**config.mk**
```make
export PLATFORM = sky130hd
export DESIGN_NAME = hazard_ctrl_flat
export DESIGN_NICKNAME = d
export VERILOG_FILES = /design/src/rtl/hazard_ctrl_pkg.sv /design/src/rtl/hazard_ctrl_if.sv /design/src/rtl/hazard_ctrl_perf_counter.sv /design/src/rtl/hazard_ctrl.sv /design/src/flat_wrapper.sv
export SDC_FILE = /design/constraint.sdc
export NUM_CORES = 1
export LEC_CHECK = 0
export ABC_AREA = 1
export BUFFER_PORTS_ARGS = -buffer_cell sky130_fd_sc_hd__buf_2
export CAP_MARGIN = 20
export CORE_MARGIN = 2
export CORE_UTILIZATION = 61
export DETAILED_ROUTE_END_ITERATION = 8
export HOLD_SLACK_MARGIN = 0.15
export PLACE_DENSITY = 0.92
export SLEW_MARGIN = 20
export SYNTH_ARGS = -nofsm -noshare
export SYNTH_HDL_FRONTEND = slang
export SYNTH_SLANG_ARGS = --single-unit
```
**constraint.sdc**
```tcl
create_clock -name clk_in -period 2.4 [get_ports clk_in]
set_input_delay 0.24 -clock clk_in [delete_from_list [all_inputs] [get_ports clk_in]]
set_output_delay 0.24 -clock clk_in [all_outputs]
set_load 0.01 [all_outputs]
```
**src/rtl/hazard_ctrl_pkg.sv**
```systemverilog
`default_nettype none
// ============================================================================
//  Module      : hazard_ctrl_pkg
//  Description : Shared pipeline definitions for the hazard controller:
//                FSM state encoding, hazard-priority rules and the control
//                word each rule drives, plus pipeline register reset values.
//  Ports       : none (package)
//  Revision    : 1.0 - initial release
// ============================================================================
package hazard_ctrl_pkg;

    // FSM state encoding; kept as plain 2-bit constants so the value on
    // state_out matches legacy tooling that decodes it numerically.
    typedef logic [1:0] state_t;
    localparam state_t c_ST_RUN       = 2'd0;
    localparam state_t c_ST_DSTALL    = 2'd1;
    localparam state_t c_ST_DSTALL_BR = 2'd2;
    localparam state_t c_ST_ERR       = 2'd3;

    // Hazard rules, listed from highest to lowest priority.
    typedef enum logic [2:0] {
        PRIO_NONE      = 3'd0,
        PRIO_MEM_STALL = 3'd1,  // ERR or data memory not ready
        PRIO_BR_FLUSH  = 3'd2,  // taken branch, or deferred branch completing
        PRIO_LOAD_USE  = 3'd3,  // load result needed by the next instruction
        PRIO_IMEM_WAIT = 3'd4   // instruction fetch not ready
    } prio_e;

    typedef struct packed {
        logic pc_stall;
        logic ifid_stall;
        logic idex_stall;
        logic exmem_stall;
        logic ifid_flush;
        logic idex_flush;
    } ctrl_t;

    // Reset values of the pipeline registers controlled by this block.
    localparam logic [31:0] c_PC_RESET  = 32'h0000_0000;
    localparam logic [31:0] c_NOP_INSTR = 32'h0000_0013;  // addi x0,x0,0

    // Control word driven by each rule. No rule raises stall and flush of
    // the same register together.
    function automatic ctrl_t prio_ctrl(input prio_e prio);
        ctrl_t c;
        c = '0;
        case (prio)
            PRIO_MEM_STALL: begin
                c.pc_stall    = 1'b1;
                c.ifid_stall  = 1'b1;
                c.idex_stall  = 1'b1;
                c.exmem_stall = 1'b1;
            end
            PRIO_BR_FLUSH: begin
                c.ifid_flush = 1'b1;
                c.idex_flush = 1'b1;
            end
            PRIO_LOAD_USE: begin
                c.pc_stall   = 1'b1;
                c.ifid_stall = 1'b1;
                c.idex_flush = 1'b1;
            end
            PRIO_IMEM_WAIT: begin
                c.pc_stall   = 1'b1;
                c.ifid_flush = 1'b1;
            end
            default: c = '0;
        endcase
        return c;
    endfunction

endpackage
`default_nettype wire

```
**src/rtl/hazard_ctrl_if.sv**
```systemverilog
`default_nettype none
// ============================================================================
//  Module      : hazard_ctrl_if
//  Description : Pipeline <-> hazard controller signal bundle.
//  Ports       : id_rs1_in/id_rs2_in/ex_rd_in   register addresses
//                ex_memread_in, branch_taken_in  EX-stage status
//                imem_ready_in, dmem_ready_in    memory readiness
//                *_stall_out, *_flush_out        pipeline register control
//                err_out, state_out              status
//                stall_cnt_out, flush_cnt_out    performance counters
//                modport slave  : hazard controller side
//                modport master : pipeline side
//  Revision    : 1.0 - initial release
// ============================================================================
interface hazard_ctrl_if #(
    parameter int WIDTH    = 32,
    parameter int REG_ADDR = 5
);
    logic [REG_ADDR-1:0] id_rs1_in;
    logic [REG_ADDR-1:0] id_rs2_in;
    logic [REG_ADDR-1:0] ex_rd_in;
    logic                ex_memread_in;
    logic                branch_taken_in;
    logic                imem_ready_in;
    logic                dmem_ready_in;
    logic                pc_stall_out;
    logic                ifid_stall_out;
    logic                idex_stall_out;
    logic                exmem_stall_out;
    logic                ifid_flush_out;
    logic                idex_flush_out;
    logic                err_out;
    logic [1:0]          state_out;
    logic [WIDTH-1:0]    stall_cnt_out;
    logic [WIDTH-1:0]    flush_cnt_out;

    modport slave (
        input  id_rs1_in, id_rs2_in, ex_rd_in, ex_memread_in, branch_taken_in,
               imem_ready_in, dmem_ready_in,
        output pc_stall_out, ifid_stall_out, idex_stall_out, exmem_stall_out,
               ifid_flush_out, idex_flush_out, err_out, state_out,
               stall_cnt_out, flush_cnt_out
    );

    modport master (
        output id_rs1_in, id_rs2_in, ex_rd_in, ex_memread_in, branch_taken_in,
               imem_ready_in, dmem_ready_in,
        input  pc_stall_out, ifid_stall_out, idex_stall_out, exmem_stall_out,
               ifid_flush_out, idex_flush_out, err_out, state_out,
               stall_cnt_out, flush_cnt_out
    );
endinterface
`default_nettype wire

```
**src/rtl/hazard_ctrl_perf_counter.sv**
```systemverilog
`default_nettype none
// ============================================================================
//  Module      : perf_counter
//  Description : Free-running event counter, wraps modulo 2^WIDTH.
//  Ports       : clk_in    clock
//                rst_in    asynchronous active-low reset, clears the count
//                en_in     count this cycle
//                count_out current count
//  Revision    : 1.0 - initial release
// ============================================================================
module perf_counter #(
    parameter int WIDTH = 32
) (
    input  wire logic             clk_in,
    input  wire logic             rst_in,
    input  wire logic             en_in,
    output logic      [WIDTH-1:0] count_out
);
    localparam logic [WIDTH-1:0] c_ONE = WIDTH'(1);

    logic [WIDTH-1:0] r_count;

    always_ff @(posedge clk_in or negedge rst_in) begin
        if (!rst_in) begin
            r_count <= '0;
        end else if (en_in) begin
            r_count <= r_count + c_ONE;
        end
    end

    assign count_out = r_count;
endmodule
`default_nettype wire

```
**src/rtl/hazard_ctrl.sv**
```systemverilog
`default_nettype none
// ============================================================================
//  Module      : hazard_ctrl
//  Description : Pipeline hazard controller. Tracks data-memory waits in a
//                small FSM (with branch deferral and timeout to a sticky
//                error) and resolves stall/flush controls by fixed priority.
//  Ports       : clk_in  clock, rising edge
//                rst_in  asynchronous active-low reset
//                bus     hazard_ctrl_if.slave (inputs, controls, status,
//                        performance counters)
//  Revision    : 1.0 - initial release
// ============================================================================
module hazard_ctrl
    import hazard_ctrl_pkg::*;
#(
    parameter int WIDTH    = 32,
    parameter int REG_ADDR = 5,
    parameter int TIMEOUT  = 255
) (
    input  wire logic     clk_in,
    input  wire logic     rst_in,
    hazard_ctrl_if.slave  bus
);
    localparam int                  c_WAIT_W    = $clog2(TIMEOUT + 1);
    localparam logic [c_WAIT_W-1:0] c_WAIT_MAX  = c_WAIT_W'(TIMEOUT);
    localparam logic [c_WAIT_W-1:0] c_WAIT_LAST = c_WAIT_W'(TIMEOUT - 1);
    localparam logic [c_WAIT_W-1:0] c_WAIT_ONE  = c_WAIT_W'(1);
    localparam logic [REG_ADDR-1:0] c_REG_ZERO  = '0;

    state_t              r_state;
    state_t              w_state_nxt;
    logic [c_WAIT_W-1:0] r_wait_cnt;
    logic                w_wait_done;
    logic                w_load_use;
    prio_e               w_prio;
    ctrl_t               w_ctrl;

    // The cycle being evaluated is the TIMEOUT-th wait cycle, so the count
    // reaches TIMEOUT exactly as the FSM moves to ERR.
    assign w_wait_done = (r_wait_cnt >= c_WAIT_LAST);

    assign w_load_use = bus.ex_memread_in && (bus.ex_rd_in != c_REG_ZERO) &&
                        ((bus.ex_rd_in == bus.id_rs1_in) ||
                         (bus.ex_rd_in == bus.id_rs2_in));

    always_comb begin
        w_state_nxt = r_state;
        case (r_state)
            c_ST_RUN: begin
                if (!bus.dmem_ready_in) begin
                    w_state_nxt = bus.branch_taken_in ? c_ST_DSTALL_BR : c_ST_DSTALL;
                end
            end
            c_ST_DSTALL: begin
                if (bus.dmem_ready_in) begin
                    w_state_nxt = c_ST_RUN;
                end else if (bus.branch_taken_in) begin
                    w_state_nxt = c_ST_DSTALL_BR;
                end else if (w_wait_done) begin
                    w_state_nxt = c_ST_ERR;
                end
            end
            c_ST_DSTALL_BR: begin
                if (bus.dmem_ready_in) begin
                    w_state_nxt = c_ST_RUN;
                end else if (w_wait_done) begin
                    w_state_nxt = c_ST_ERR;
                end
            end
            default: w_state_nxt = c_ST_ERR;  // ERR only leaves via reset
        endcase
    end

    always_ff @(posedge clk_in or negedge rst_in) begin
        if (!rst_in) begin
            r_state <= c_ST_RUN;
        end else begin
            r_state <= w_state_nxt;
        end
    end

    // Holding zero throughout RUN gives a fresh count on every stall entry.
    always_ff @(posedge clk_in or negedge rst_in) begin
        if (!rst_in) begin
            r_wait_cnt <= '0;
        end else if (r_state == c_ST_RUN) begin
            r_wait_cnt <= '0;
        end else if ((r_state != c_ST_ERR) && (r_wait_cnt != c_WAIT_MAX)) begin
            r_wait_cnt <= r_wait_cnt + c_WAIT_ONE;
        end
    end

    // A branch seen while waiting on data memory is parked in DSTALL_BR and
    // its flush is issued on the cycle the memory finally becomes ready.
    always_comb begin
        w_prio = PRIO_NONE;
        if ((r_state == c_ST_ERR) || !bus.dmem_ready_in) begin
            w_prio = PRIO_MEM_STALL;
        end else if (bus.branch_taken_in || (r_state == c_ST_DSTALL_BR)) begin
            w_prio = PRIO_BR_FLUSH;
        end else if (w_load_use) begin
            w_prio = PRIO_LOAD_USE;
        end else if (!bus.imem_ready_in) begin
            w_prio = PRIO_IMEM_WAIT;
        end
    end

    assign w_ctrl = prio_ctrl(w_prio);

    assign bus.pc_stall_out    = w_ctrl.pc_stall;
    assign bus.ifid_stall_out  = w_ctrl.ifid_stall;
    assign bus.idex_stall_out  = w_ctrl.idex_stall;
    assign bus.exmem_stall_out = w_ctrl.exmem_stall;
    assign bus.ifid_flush_out  = w_ctrl.ifid_flush;
    assign bus.idex_flush_out  = w_ctrl.idex_flush;
    assign bus.err_out         = (r_state == c_ST_ERR);
    assign bus.state_out       = r_state;

    perf_counter #(.WIDTH(WIDTH)) u_stall_cnt (
        .clk_in    (clk_in),
        .rst_in    (rst_in),
        .en_in     (w_ctrl.pc_stall),
        .count_out (bus.stall_cnt_out)
    );

    perf_counter #(.WIDTH(WIDTH)) u_flush_cnt (
        .clk_in    (clk_in),
        .rst_in    (rst_in),
        .en_in     (w_ctrl.ifid_flush),
        .count_out (bus.flush_cnt_out)
    );
endmodule
`default_nettype wire

```
**src/flat_wrapper.sv**
```systemverilog
// flat-port wrapper written by rule: the top's interface ports become plain ports
module hazard_ctrl_flat import hazard_ctrl_pkg::*;
#(
    parameter int WIDTH    = 32,
    parameter int REG_ADDR = 5,
    parameter int TIMEOUT  = 255
)
  (clk_in, rst_in, bus_id_rs1_in, bus_id_rs2_in, bus_ex_rd_in, bus_ex_memread_in, bus_branch_taken_in, bus_imem_ready_in, bus_dmem_ready_in, bus_pc_stall_out, bus_ifid_stall_out, bus_idex_stall_out, bus_exmem_stall_out, bus_ifid_flush_out, bus_idex_flush_out, bus_err_out, bus_state_out, bus_stall_cnt_out, bus_flush_cnt_out);
  hazard_ctrl_if #(.WIDTH(WIDTH), .REG_ADDR(REG_ADDR)) bus_i ();
  input  wire logic clk_in;
  input  wire logic rst_in;
  input wire logic [$bits(bus_i.id_rs1_in)-1:0] bus_id_rs1_in;
  input wire logic [$bits(bus_i.id_rs2_in)-1:0] bus_id_rs2_in;
  input wire logic [$bits(bus_i.ex_rd_in)-1:0] bus_ex_rd_in;
  input wire logic [$bits(bus_i.ex_memread_in)-1:0] bus_ex_memread_in;
  input wire logic [$bits(bus_i.branch_taken_in)-1:0] bus_branch_taken_in;
  input wire logic [$bits(bus_i.imem_ready_in)-1:0] bus_imem_ready_in;
  input wire logic [$bits(bus_i.dmem_ready_in)-1:0] bus_dmem_ready_in;
  output wire logic [$bits(bus_i.pc_stall_out)-1:0] bus_pc_stall_out;
  output wire logic [$bits(bus_i.ifid_stall_out)-1:0] bus_ifid_stall_out;
  output wire logic [$bits(bus_i.idex_stall_out)-1:0] bus_idex_stall_out;
  output wire logic [$bits(bus_i.exmem_stall_out)-1:0] bus_exmem_stall_out;
  output wire logic [$bits(bus_i.ifid_flush_out)-1:0] bus_ifid_flush_out;
  output wire logic [$bits(bus_i.idex_flush_out)-1:0] bus_idex_flush_out;
  output wire logic [$bits(bus_i.err_out)-1:0] bus_err_out;
  output wire logic [$bits(bus_i.state_out)-1:0] bus_state_out;
  output wire logic [$bits(bus_i.stall_cnt_out)-1:0] bus_stall_cnt_out;
  output wire logic [$bits(bus_i.flush_cnt_out)-1:0] bus_flush_cnt_out;
  assign bus_i.id_rs1_in = bus_id_rs1_in;
  assign bus_i.id_rs2_in = bus_id_rs2_in;
  assign bus_i.ex_rd_in = bus_ex_rd_in;
  assign bus_i.ex_memread_in = bus_ex_memread_in;
  assign bus_i.branch_taken_in = bus_branch_taken_in;
  assign bus_i.imem_ready_in = bus_imem_ready_in;
  assign bus_i.dmem_ready_in = bus_dmem_ready_in;
  assign bus_pc_stall_out = bus_i.pc_stall_out;
  assign bus_ifid_stall_out = bus_i.ifid_stall_out;
  assign bus_idex_stall_out = bus_i.idex_stall_out;
  assign bus_exmem_stall_out = bus_i.exmem_stall_out;
  assign bus_ifid_flush_out = bus_i.ifid_flush_out;
  assign bus_idex_flush_out = bus_i.idex_flush_out;
  assign bus_err_out = bus_i.err_out;
  assign bus_state_out = bus_i.state_out;
  assign bus_stall_cnt_out = bus_i.stall_cnt_out;
  assign bus_flush_cnt_out = bus_i.flush_cnt_out;
  hazard_ctrl #(.WIDTH(WIDTH), .REG_ADDR(REG_ADDR), .TIMEOUT(TIMEOUT)) u_core (.clk_in(clk_in), .rst_in(rst_in), .bus(bus_i));
endmodule
```
# == Yosys cells after proc, flatten, opt, wreduce, memory -nomap -nowiden ==
# Cells that the tools add are included.
# totals
romBits,0
inputBits,21
ff_bits,74
ram_bits,0
out_inout_bits,73
latchBits,0
n_memories,0
# classes
n_eq_ne,12
reduce_logical,14
n_mul,0
muxes,18
n_bitwise,0
add_sub_neg,3
n_div,0
shift,0
order_cmp,1
# ops
cell,n
"32-bit by 1-bit adder with 32-bit output, second input constant",2
8-bit two-way mux,2
2-bit two-way mux,7
3-bit two-way mux,4
5-bit equality test,2
"8-bit by 1-bit adder with 8-bit output, second input constant",1
"8-bit greater-or-equal comparator, second input constant",1
"8-bit != test, second input constant",1
"3-bit by 2-bit equality test with 1-bit output, second input constant",2
2-bit one-hot mux with 3 select lines,1
2-bit OR reduction,3
5-bit nonzero test,1
"2-bit equality test, second input constant",2
1-bit two-way mux,4
"2-bit != test, second input constant",2
"3-bit by 1-bit equality test with 1-bit output, second input constant",1
"3-bit equality test, second input constant",1
1-bit logical AND,3
1-bit logical OR,3
3-bit OR reduction,1
"2-bit by 1-bit equality test with 1-bit output, second input constant",1
2-bit zero test,1
2-bit nonzero test,1
1-bit zero test,1

# == Depth between registers and ports, before layout ==
# Gate-level depths: netlist of the first run.
# logic_depth
word_depth,9
ltp_mapped,13

# == Modules after synthesis ==
# Synthesis of the first run repeated with hierarchy kept, for this count alone.
# unflattened
hier_cells,602
area_unflattened_um2,4428.0
# by_module_without_submodules
mod,cells_per_inst,n_inst,seq_area_each_um2,area_each_um2
perf_counter (u_core.u_flush_cnt),233,1,800.8,1808.0
perf_counter (u_core.u_stall_cnt),229,1,800.8,1761.7
hazard_ctrl,140,1,250.2,858.3

# == Worst setup path after synthesis of the first run ==
# No wires, ideal clock.
# synth_path
kind,register -> output
from,reg u_core.r_state[1] (netlist: u_core.bus.state_out[1])
to,out bus_ifid_stall_out
arrival_time_ps,1370
path_buffers,1
required_ps,2160
path_slack_ps,790
path_stages_with_launch,8
path_cell_list,dfrtp_1 -> nand2_1 -> inv_1 -> nor2_2 -> nand2_1 -> nand2_2 -> buf_2 -> inv_1
# synth_between
word_cells_on_any_way,10
cone_classes,4 x eq/ne; 3 x mux; 3 x reduce/logical
# synth_lines
element,line_no,text
"start, declared",hazard_ctrl.sv:30,state_t r_state;
"start signal, assigned",hazard_ctrl.sv:76,r_state <= c_ST_RUN;
"start signal, assigned",hazard_ctrl.sv:78,r_state <= w_state_nxt;
2-bit equality test (*),--,
via bus_err_out,flat_wrapper.sv:25,output wire logic [$bits(bus_i.err_out)-1:0] bus_err_out;
1-bit logical OR (*),hazard_ctrl.sv:97,if ((r_state == c_ST_ERR) || !bus.dmem_ready_in) begin
3-bit two-way mux (*),hazard_ctrl.sv:97,
3-bit by 1-bit equality test with 1-bit output or 3-bit by 2-bit equality test with 1-bit output (tied branches),hazard_ctrl_pkg.sv:47,case (prio)
2-bit OR reduction (no line) (*),--,
1-bit two-way mux (*),hazard_ctrl_pkg.sv:47,
"end, declared",flat_wrapper.sv:20,output wire logic [$bits(bus_i.ifid_stall_out)-1:0] bus_ifid_stall_out;
# Mark *: on every way through the listed nets, which the timed path passes. The rest lies on a longest branch.

# == Worst setup path after layout of the first run ==
# layout_path
from,reg u_core.r_state[0] (netlist: u_core.bus.state_out[0])
to,out bus_ifid_stall_out
# layout_between
elab_chain_len,7
word_cells_on_any_way,10
cone_classes,4 x eq/ne; 3 x mux; 3 x reduce/logical
# layout_rtl
element,line_no,text
2-bit equality test,hazard_ctrl.sv:99,end else if (bus.branch_taken_in || (r_state == c_ST_DSTALL_BR)) begin
1-bit logical OR,hazard_ctrl.sv:99,
3-bit two-way mux,hazard_ctrl.sv:99,
3-bit two-way mux (*),hazard_ctrl.sv:97,
3-bit by 1-bit equality test with 1-bit output or 3-bit by 2-bit equality test with 1-bit output (tied branches),hazard_ctrl_pkg.sv:47,
2-bit OR reduction (no line) (*),--,
1-bit two-way mux (*),hazard_ctrl_pkg.sv:47,
# Every way passes the cells marked *; elsewhere a longest branch is shown, timed or not.

==> results of run 1 <==
[synthesized netlist by cell type]
library cell | number | share of area, %
nor2_1 | 77 | 5.9
nand3_1 | 81 | 8.3
ha_1 | 4 | 1.0
nand4_1 | 11 | 1.4
nor4_1 | 1 | 0.13
buf_6 | 7 | 1.6
buf_4 | 4 | 0.62
nor3_1 | 25 | 2.6
nor3b_1 | 2 | 0.31
nor2_2 | 2 | 0.26
nand2_4 | 1 | 0.23
o2111ai_1 | 1 | 0.18
inv_2 | 2 | 0.15
clkinv_1 | 1 | 0.077
inv_1 | 48 | 3.7
xor2_1 | 35 | 6.3
a21oi_1 | 7 | 0.72
dfrtp_1 | 74 | 38
nand3_2 | 2 | 0.41
xnor2_1 | 23 | 4.1
nand2_1 | 273 | 21
buf_2 | 6 | 0.62
o31ai_1 | 2 | 0.31
o21a_1 | 1 | 0.15
o21ai_0 | 5 | 0.51
nand2_2 | 2 | 0.26
clkbuf_1 | 3 | 0.23
nand3b_1 | 4 | 0.62
[flip-flops by register name (all words and copies together), names as in the netlist]
register / count
u_core.u_stall_cnt.count_out: 32
u_core.r_wait_cnt: 8
u_core.u_flush_cnt.count_out: 32
u_core.bus.state_out: 2
[worst reg2reg max path, delay by kind of cell, from the launching register on]
family,cells,cell delay (ps)
buffers and inverters,1,80
AND/OR/NAND/NOR,5,770
flip-flops,1,440
AO/OA/AOI/OAI,2,240
adder cells (fa/ha/maj),1,220
[metrics by stage]
step | worst slack [ps] | instances | utilization (%) | total power (W)
3_3_place_gp | 632 | 886 | 69.5 | 0.00214
5_1_grt | 41.1 | 904 | 72.5 | 0.00336
4_1_cts | 209 | 904 | 72.5 | 0.00320
3_5_place_dp | 591 | 886 | 69.5 | 0.00217
6_report | 199 | 904 | 72.5 | 0.00320
2_1_floorplan | 790 | 704 | - | 0.00193
[power breakdown]
| part | internal (W) | switching [W] | leakage [nW] |
|---|---|---|---|
| sequential | 0.00134 | 0.000154 | 1.02 |
| clock | 0.000522 | 0.000514 | 0.104 |
| combinational | 0.000240 | 0.000430 | 1.95 |
| total | 0.00210 | 0.00110 | 3.07 |
[final cells by class]
type                       instances  area (µm²)  area share (%)
clock buffer                      10         138            2.46
clock inverter                     6        72.6            1.30
inverter                          51         191            3.42
multi-input combinational        559        2670            47.7
sequential                        74        1850            33.1
tap                              102         128            2.28
timing repair buffer             102         551            9.83
[final timing paths]
kind / startpoint / endpoint / slack, ps / cells after the start
worst max-delay path: u_core.bus.state_out[0]$_DFFE_PN0P_ / bus_ifid_stall_out / 200 / 8
worst min register to register: u_core.r_wait_cnt[6]$_DFFE_PN0P_ / u_core.r_wait_cnt[6]$_DFFE_PN0P_ / 520 / 2
min in group asynchronous: rst_in / u_core.u_stall_cnt.count_out[7]$_DFFE_PN0P_ / 480 / 2
max in group asynchronous: rst_in / u_core.r_wait_cnt[7]$_DFFE_PN0P_ / 1230 / 3
worst max register to register: u_core.r_wait_cnt[1]$_DFFE_PN0P_ / u_core.r_wait_cnt[5]$_DFFE_PN0P_ / 550 / 9
worst min-delay path: bus_branch_taken_in / u_core.bus.state_out[1]$_DFFE_PN0P_ / 190 / 3
[cells by family after synthesis]
group | share of synthesized area, %
XOR/XNOR | 10.4
AO/OA/AOI/OAI | 1.88
adder cells (fa/ha/maj) | 1.03
AND/OR/NAND/NOR | 41.5
flip-flops | 38.1
buffers and inverters | 7.02
[per-layer routing]
metal	up-vias	routed length [µm]
met2	213	6310
li1	2418	-
met5	-	0
met1	2292	5360
met4	0	400
met3	39	844
==> results.json, run 1 <==
{
  "synth_cell_types": 28,
  "fin_crit_sh_pct": 91.7,
  "wl_per_cell_um": 14.3,
  "dr.pass1.iters": 5,
  "avgViaCountPerCell": 5.49,
  "postCtsSetupRepairBufs": 0,
  "global_route.usage.met3_pct": 3.79,
  "fp.coreArea_mm2": 0.00773,
  "portBuffers": 93,
  "grt_pass1_vias": 4697,
  "fp-row-count": 32,
  "drv_cap": 0,
  "ir_drop_mv": 0.491,
  "cpPeakStageDelay_ps": 430,
  "finalWorstPathRequiredPeriod_ps": 2200,
  "vias": 4962,
  "fp.dieH_um": 93.3,
  "p_leak_nw": 3.07,
  "die_w_um": 93.3,
  "n_fill_cell": 629,
  "postCtsHoldBufs": 2,
  "busiest_layer": "met2",
  "cts_tree": "yes",
  "clk_pin_slew_ps": 70,
  "hold_viol": 0,
  "nNetsFinal": 822,
  "seq_area_frac_synth_pct": 38.1,
  "power_density_mw_per_mm2": 571,
  "final_cell_mix": "nand2_1, buf_2, nand3_1",
  "timing_worst_slew_pin_value_ps": 752,
  "end_kind": "primary output",
  "ant_nets": 0,
  "dp_hpwl_um": 9550,
  "cts.path.max_buffers": 2,
  "root_buffer": "clkbuf_8",
  "start_util_pct": 62.9,
  "antenna_found_initial": 0,
  "insertion_delay_ps": 350,
  "worstPathArrival_ps": 1960,
  "avgSynthCellArea_um2": 6.91,
  "slew_headroom_pct": 49.9,
  "status": "finished clean",
  "postPlaceCellArea_mm2": 0.00537,
  "crit_buf_inv": 4,
  "mostFrequentLayoutCell": "nand2_1",
  "synth_fp_nets": 729,
  "grt_use_met2_pct": 52.3,
  "cpLargestDelayFamily": "buffers and inverters",
  "crit_fanout": 33,
  "netlist_area_mm2": 0.00486,
  "hold_path.class": "in2reg",
  "finalSetupTns_ps": 0,
  "ys_warn_count": 0,
  "finalSetupViolCount": 0,
  "cp.required_ps": 2160,
  "routed_wirelength_um": 12900,
  "io_pins": 94,
  "drc": 0,
  "hold_ws_ps": 193,
  "worst_path_max_delay_cell": "dfrtp_1",
  "place.gp.congestion": 0.941,
  "ys_seq_elements": 74,
  "critical_path_class": "reg2out",
  "cts.sinks": 74,
  "postSynthCellCount": 704,
  "grt.overflow.total": 0,
  "drive_above_1_share_pct": 15.6,
  "use_met1_pct": 39.3,
  "cts-buffers-inserted": 9,
  "grt_pass1_wl_um": 21500,
  "diodes": 0,
  "path_cells": "nand2_1, inv_1, nor2_2, nand2_1, nand2_2, buf_4, inv_1, buf_2",
  "drv_slew": 0,
  "stdcell_area_mm2": 0.00560,
  "grt_max_degree": 47,
  "max_freq_ghz": 0.454,
  "start_kind": "flip-flop",
  "drt_iter0_markers": 330,
  "die_area_mm2": 0.00870,
  "skew_ps": 11.5,
  "cts_resized": 0,
  "rsz0062_at_grt": "no",
  "htreeDepth": 3,
  "grt.total_usage_pct": 30.9,
  "synthToLayoutAreaGrowth_pct": 15.2
}
No activity file was read; power rests on OpenSTA's default activity.
==> run 2, diff against run 1 <==
Settings changed: CORE_UTILIZATION 61 to 56, PLACE_DENSITY 0.92 to 0.86.
Clock period 2.4 ns to 2.35 ns, I/O delays scaled along.
==> run 2 against run 1 <==
- flip-flop and latch count stayed put
- wire length up 0.38%
- count of clock-buffer cells in the layout is 1 lower
==> results.json, run 2 (synthesis gave the netlist of run 1 again) <==
{
  "worstPathArrival_ps": 1880,
  "grt.overflow.total": 0,
  "fp.dieH_um": 97.2,
  "clk_pin_slew_ps": 80,
  "portBuffers": 93,
  "max_freq_ghz": 0.474,
  "mostFrequentLayoutCell": "nand2_1",
  "p_leak_nw": 3.09,
  "postCtsSetupRepairBufs": 0,
  "n_fill_cell": 724,
  "clkPwrFrac_pct": 35.5,
  "dr.pass1.iters": 5,
  "drv_slew": 0,
  "drive_above_1_share_pct": 15.6,
  "hold_viol": 0,
  "final_cell_mix": "nand2_1, buf_2, nand3_1",
  "p_seq_share_pct": 44.4,
  "final_util_pct": 67.9,
  "ant_nets": 0,
  "finalWorstPathRequiredPeriod_ps": 2110,
  "grt.total_usage_pct": 28.1,
  "die_w_um": 97.2,
  "end_kind": "primary output",
  "finalSetupTns_ps": 0,
  "root_buffer": "clkbuf_8",
  "register_area_mm2": 0.00185,
  "die_area_mm2": 0.00945,
  "drt_iter0_markers": 282,
  "timing_worst_slew_pin_value_ps": 911,
  "fp-row-count": 33,
  "insertion_delay_ps": 360,
  "finalSetupViolCount": 0,
  "fin_crit_sh_pct": 89.9,
  "avgViaCountPerCell": 5.45,
  "cts_tree": "yes",
  "routed_wirelength_um": 13000,
  "wl_per_cell_um": 14.3,
  "grt_pass1_vias": 4697,
  "cts-buffers-inserted": 9,
  "cts.path.max_buffers": 2,
  "hold_path.class": "in2reg",
  "start_util_pct": 58.6,
  "preCtsSetupSlack_ps": 443,
  "dp_hpwl_um": 9600,
  "grt_max_degree": 75,
  "worstRegToRegCells": 9,
  "total_power_w": 0.00343,
  "power_density_mw_per_mm2": 609,
  "htreeDepth": 3,
  "drc": 0,
  "hold_depth": 3,
  "slew_headroom_pct": 39.3,
  "status": "finished clean",
  "synthToLayoutAreaGrowth_pct": 15.9,
  "p_sw_share_pct": 32.4,
  "crit_fanout": 18,
  "io_pins": 94,
  "p_switching_w": 0.00111,
  "start_kind": "flip-flop",
  "multi_input_area_mm2": 0.00268,
  "diodes": 0,
  "combPwrFrac_pct": 20.1,
  "drv_cap": 0,
  "ir_drop_mv": 0.446,
  "critical_path_class": "reg2out",
  "antenna_found_initial": 0,
  "fp.coreArea_mm2": 0.00830,
  "rsz0062_at_grt": "no",
  "cts.sinks": 74,
  "place.gp.congestion": 0.949,
  "nNetsFinal": 823,
  "grt_pass1_wl_um": 22000,
  "p_int_w": 0.00232,
  "cp.required_ps": 2120,
  "vias": 4945,
  "skew_ps": 10.1,
  "layout_setup_ws_ps": 238
}
## run 2: path summary, 6_finish.rpt
| check | start | end | slack (ps) |
|---|---|---|---|
| worst max register to register | u_core.r_wait_cnt[0]$_DFFE_PN0P_ | u_core.r_wait_cnt[5]$_DFFE_PN0P_ | 430 |
| min in group asynchronous | rst_in | u_core.u_stall_cnt.count_out[8]$_DFFE_PN0P_ | 550 |
| worst min register to register | u_core.r_wait_cnt[7]$_DFFE_PN0P_ | u_core.r_wait_cnt[7]$_DFFE_PN0P_ | 510 |
| max in group asynchronous | rst_in | u_core.r_wait_cnt[6]$_DFFE_PN0P_ | 1210 |
| worst min-delay path | bus_branch_taken_in | u_core.bus.state_out[1]$_DFFE_PN0P_ | 180 |
| worst max-delay path | u_core.bus.state_out[1]$_DFFE_PN0P_ | bus_pc_stall_out | 240 |
## run 2: layout make-up
cell class,count,area share [%]
flip-flops and latches,74,32.9
well taps,105,2.33
repair buffers,103,9.72
multi-input cells,559,47.5
clock inverters,6,2.04
inverters,51,3.40
clock buffers,9,2.20
## run 2: power groups by stage
stage,Clock (W),Combinational (W),Sequential [W]
after floorplan,0,0.000420,0.00155
after global placement,0,0.000656,0.00153
after detailed placement,0,0.000682,0.00154
after CTS,0.00123,0.000691,0.00152
after global routing,0.00129,0.000773,0.00154
final,0.00122,0.000689,0.00152
## run 2: metal layers
metal	wire (µm)	GRT usage, %
met1	5550	37.1
met5	0	0
met4	249	10.6
met2	6300	47.1
met3	872	3.81
## run 2: stage by stage
stage / hold WS [ps] / instance area, µm² / instances
final: 176 / 5640 / 907
after global routing: 180 / 5640 / 907
after CTS: 176 / 5630 / 907
after detailed placement: 425 / 5370 / 890
after global placement: 417 / 5370 / 890
after floorplan: -60.6 / 4860 / 704
## run 2: timing repair
action                     4_1_cts  5_1_grt
resized for setup                0        1
hold buffers                     2        0
hold endpoints to repair        75        0
setup endpoints to repair        0        1
## run 2: critical path: stages, from the launching register on
cell and delay, ps:
dfrtp_1 420, nand2_1 100, inv_1 60, nor2_2 180, nand2_1 170, nand2_4 220
nand2_4 170, buf_2 180
==> run 3, diff against run 2 <==
Settings changed: CORE_MARGIN 2 to 5, SETUP_SLACK_MARGIN set to 0.4.
==> run 3 against run 2 <==
- fmax increased by 9.0%
- via count increased by 2.0%
- cell area increased by 2.7%
- critical endpoint is now bus_ifid_flush_out
- largest cell class unchanged
==> results.json, run 3 (synthesis gave the netlist of run 1 again) <==
{
  "combPwrFrac_pct": 23.3,
  "skew_ps": 14.9,
  "mostFrequentLayoutCell": "nand2_1",
  "fp.dieH_um": 103,
  "total_power_w": 0.00336,
  "start_kind": "flip-flop",
  "r2r_slack_ps": 560,
  "antenna_found_initial": 0,
  "slew_headroom_pct": 37.3,
  "crit_fanout": 6,
  "start_util_pct": 56.6,
  "vias": 5042,
  "clkPwrFrac_pct": 31.4,
  "insertion_delay_ps": 360,
  "grt.overflow.total": 0,
  "finalSetupViolCount": 0,
  "ir_drop_mv": 0.469,
  "end_kind": "primary output",
  "place.gp.congestion": 0.997,
  "timing_worst_slew_pin_value_ps": 940,
  "hold_viol": 0,
  "cpPeakStageDelay_ps": 440,
  "avgViaCountPerCell": 5.47,
  "critical_path_class": "reg2out",
  "status": "finished clean",
  "cts-buffers-inserted": 9,
  "io_pins": 94,
  "power_density_mw_per_mm2": 580,
  "grt_pass1_wl_um": 23000,
  "fp-row-count": 34,
  "die_area_mm2": 0.0106,
  "cts.path.max_buffers": 2,
  "crit_path_frequent_cell": "buf_6",
  "finalWorstPathRequiredPeriod_ps": 1940,
  "drive_above_1_share_pct": 17.8,
  "grt_max_degree": 75,
  "cp.required_ps": 2120,
  "worstPathArrival_ps": 1700,
  "worst_path_max_delay_cell": "dfrtp_1",
  "cts_tree": "yes",
  "dp_hpwl_um": 9930,
  "final_cells": 921,
  "grt.total_usage_pct": 27.2,
  "p_int_w": 0.00222,
  "p_seq_share_pct": 45.3,
  "crit_buf_inv": 3,
  "final_cell_mix": "nand2_1, buf_2, nand3_1",
  "nNetsFinal": 833,
  "dr.pass1.iters": 5,
  "path_cells": "nand2_1, inv_2, nor2_4, buf_6, nand3_4, nand2_4, buf_6",
  "ant_nets": 0,
  "clk_pin_slew_ps": 70,
  "wl_per_cell_um": 15.2,
  "drc": 0,
  "rsz0062_at_grt": "yes",
  "root_buffer": "clkbuf_8",
  "hold_ws_ps": 180,
  "n_fill_cell": 742,
  "cts.sinks": 74,
  "diodes": 0,
  "grt_pass1_vias": 4736,
  "fin_crit_sh_pct": 82.4,
  "portBuffers": 93,
  "drv_slew": 0,
  "finalSetupTns_ps": 0,
  "hold_path.class": "in2reg",
  "synthToLayoutAreaGrowth_pct": 19.0,
  "htreeDepth": 3,
  "p_sw_share_pct": 34.0,
  "place_inst": 891,
  "drt_iter0_markers": 270,
  "max_freq_ghz": 0.516,
  "p_leak_nw": 3.15,
  "fp.coreArea_mm2": 0.00859,
  "cpLargestDelayFamily": "simple AND/OR/NAND/NOR gates",
  "p_switching_w": 0.00114,
  "routed_wirelength_um": 14000,
  "die_w_um": 103,
  "drv_cap": 0
}
-- run 3: worst paths after layout --
check,start,end,cells after the start
setup reg to reg,u_core.u_stall_cnt.count_out[1]$_DFFE_PN0P_,u_core.u_stall_cnt.count_out[26]$_DFFE_PN0P_,9
max in group asynchronous,rst_in,u_core.u_flush_cnt.count_out[0]$_DFFE_PN0P_,2
setup / recovery,u_core.bus.state_out[1]$_DFFE_PN0P_,bus_ifid_flush_out,7
min in group asynchronous,rst_in,u_core.u_stall_cnt.count_out[9]$_DFFE_PN0P_,2
hold reg to reg,u_core.r_wait_cnt[7]$_DFFE_PN0P_,u_core.r_wait_cnt[7]$_DFFE_PN0P_,1
hold / removal,bus_branch_taken_in,u_core.bus.state_out[1]$_DFFE_PN0P_,3
-- run 3: stage by stage --
| step | utilization, % | setup WS (ps) | area (µm²) |
|---|---|---|---|
| floorplan | - | 745 | 4860 |
| CTS | 66.1 | 362 | 5680 |
| detailed placement | 62.4 | 532 | 5360 |
| global placement | 62.4 | 573 | 5360 |
| global route | 67.4 | 341 | 5790 |
| finish | 67.4 | 413 | 5790 |
-- run 3: per-layer routing --
layer  track usage, %  vias to the layer above  routed length, µm
met3             4.49                       29               1040
li1                 -                     2434                  -
met5                0                        -                  0
met1             35.8                     2369               5830
met2             45.3                      210               6830
met4             9.66                        0                310
-- run 3: cell type report --
class	instances	area (µm²)	area share, %
Clock inverter	5	52.6	0.908
Timing Repair Buffer	112	667	11.5
Sequential cell	74	1850	32.0
Multi-Input combinational cell	560	2740	47.3
Tap cell	108	135	2.33
Clock buffer	11	151	2.62
Inverter	51	191	3.31
-- run 3: worst reg2reg max path: stages, from the launching register on --
cell and delay [ps]:
dfrtp_1 460, ha_2 270, nand3_1 190, inv_1 100, nand2_1 150, nor2_1 200, nand2_1 90, xnor2_1 120
nand2_1 70, nand2_1 50
-- run 3: power by group through the flow --
stage	combinational [W]	sequential [W]	clock, W
floorplan	0.000420	0.00155	0
finish	0.000783	0.00152	0.00105
CTS	0.000745	0.00152	0.00106
global route	0.000874	0.00155	0.00112
global placement	0.000663	0.00153	0
detailed placement	0.000683	0.00154	0
-- run 3: what timing repair did --
item,CTS,global route
hold buffers,2,0
setup endpoints to repair,3,7
hold endpoints to repair,75,0
pin swaps,2,6
buffers inserted,1,9
cloned,2,0
resized for setup,9,12
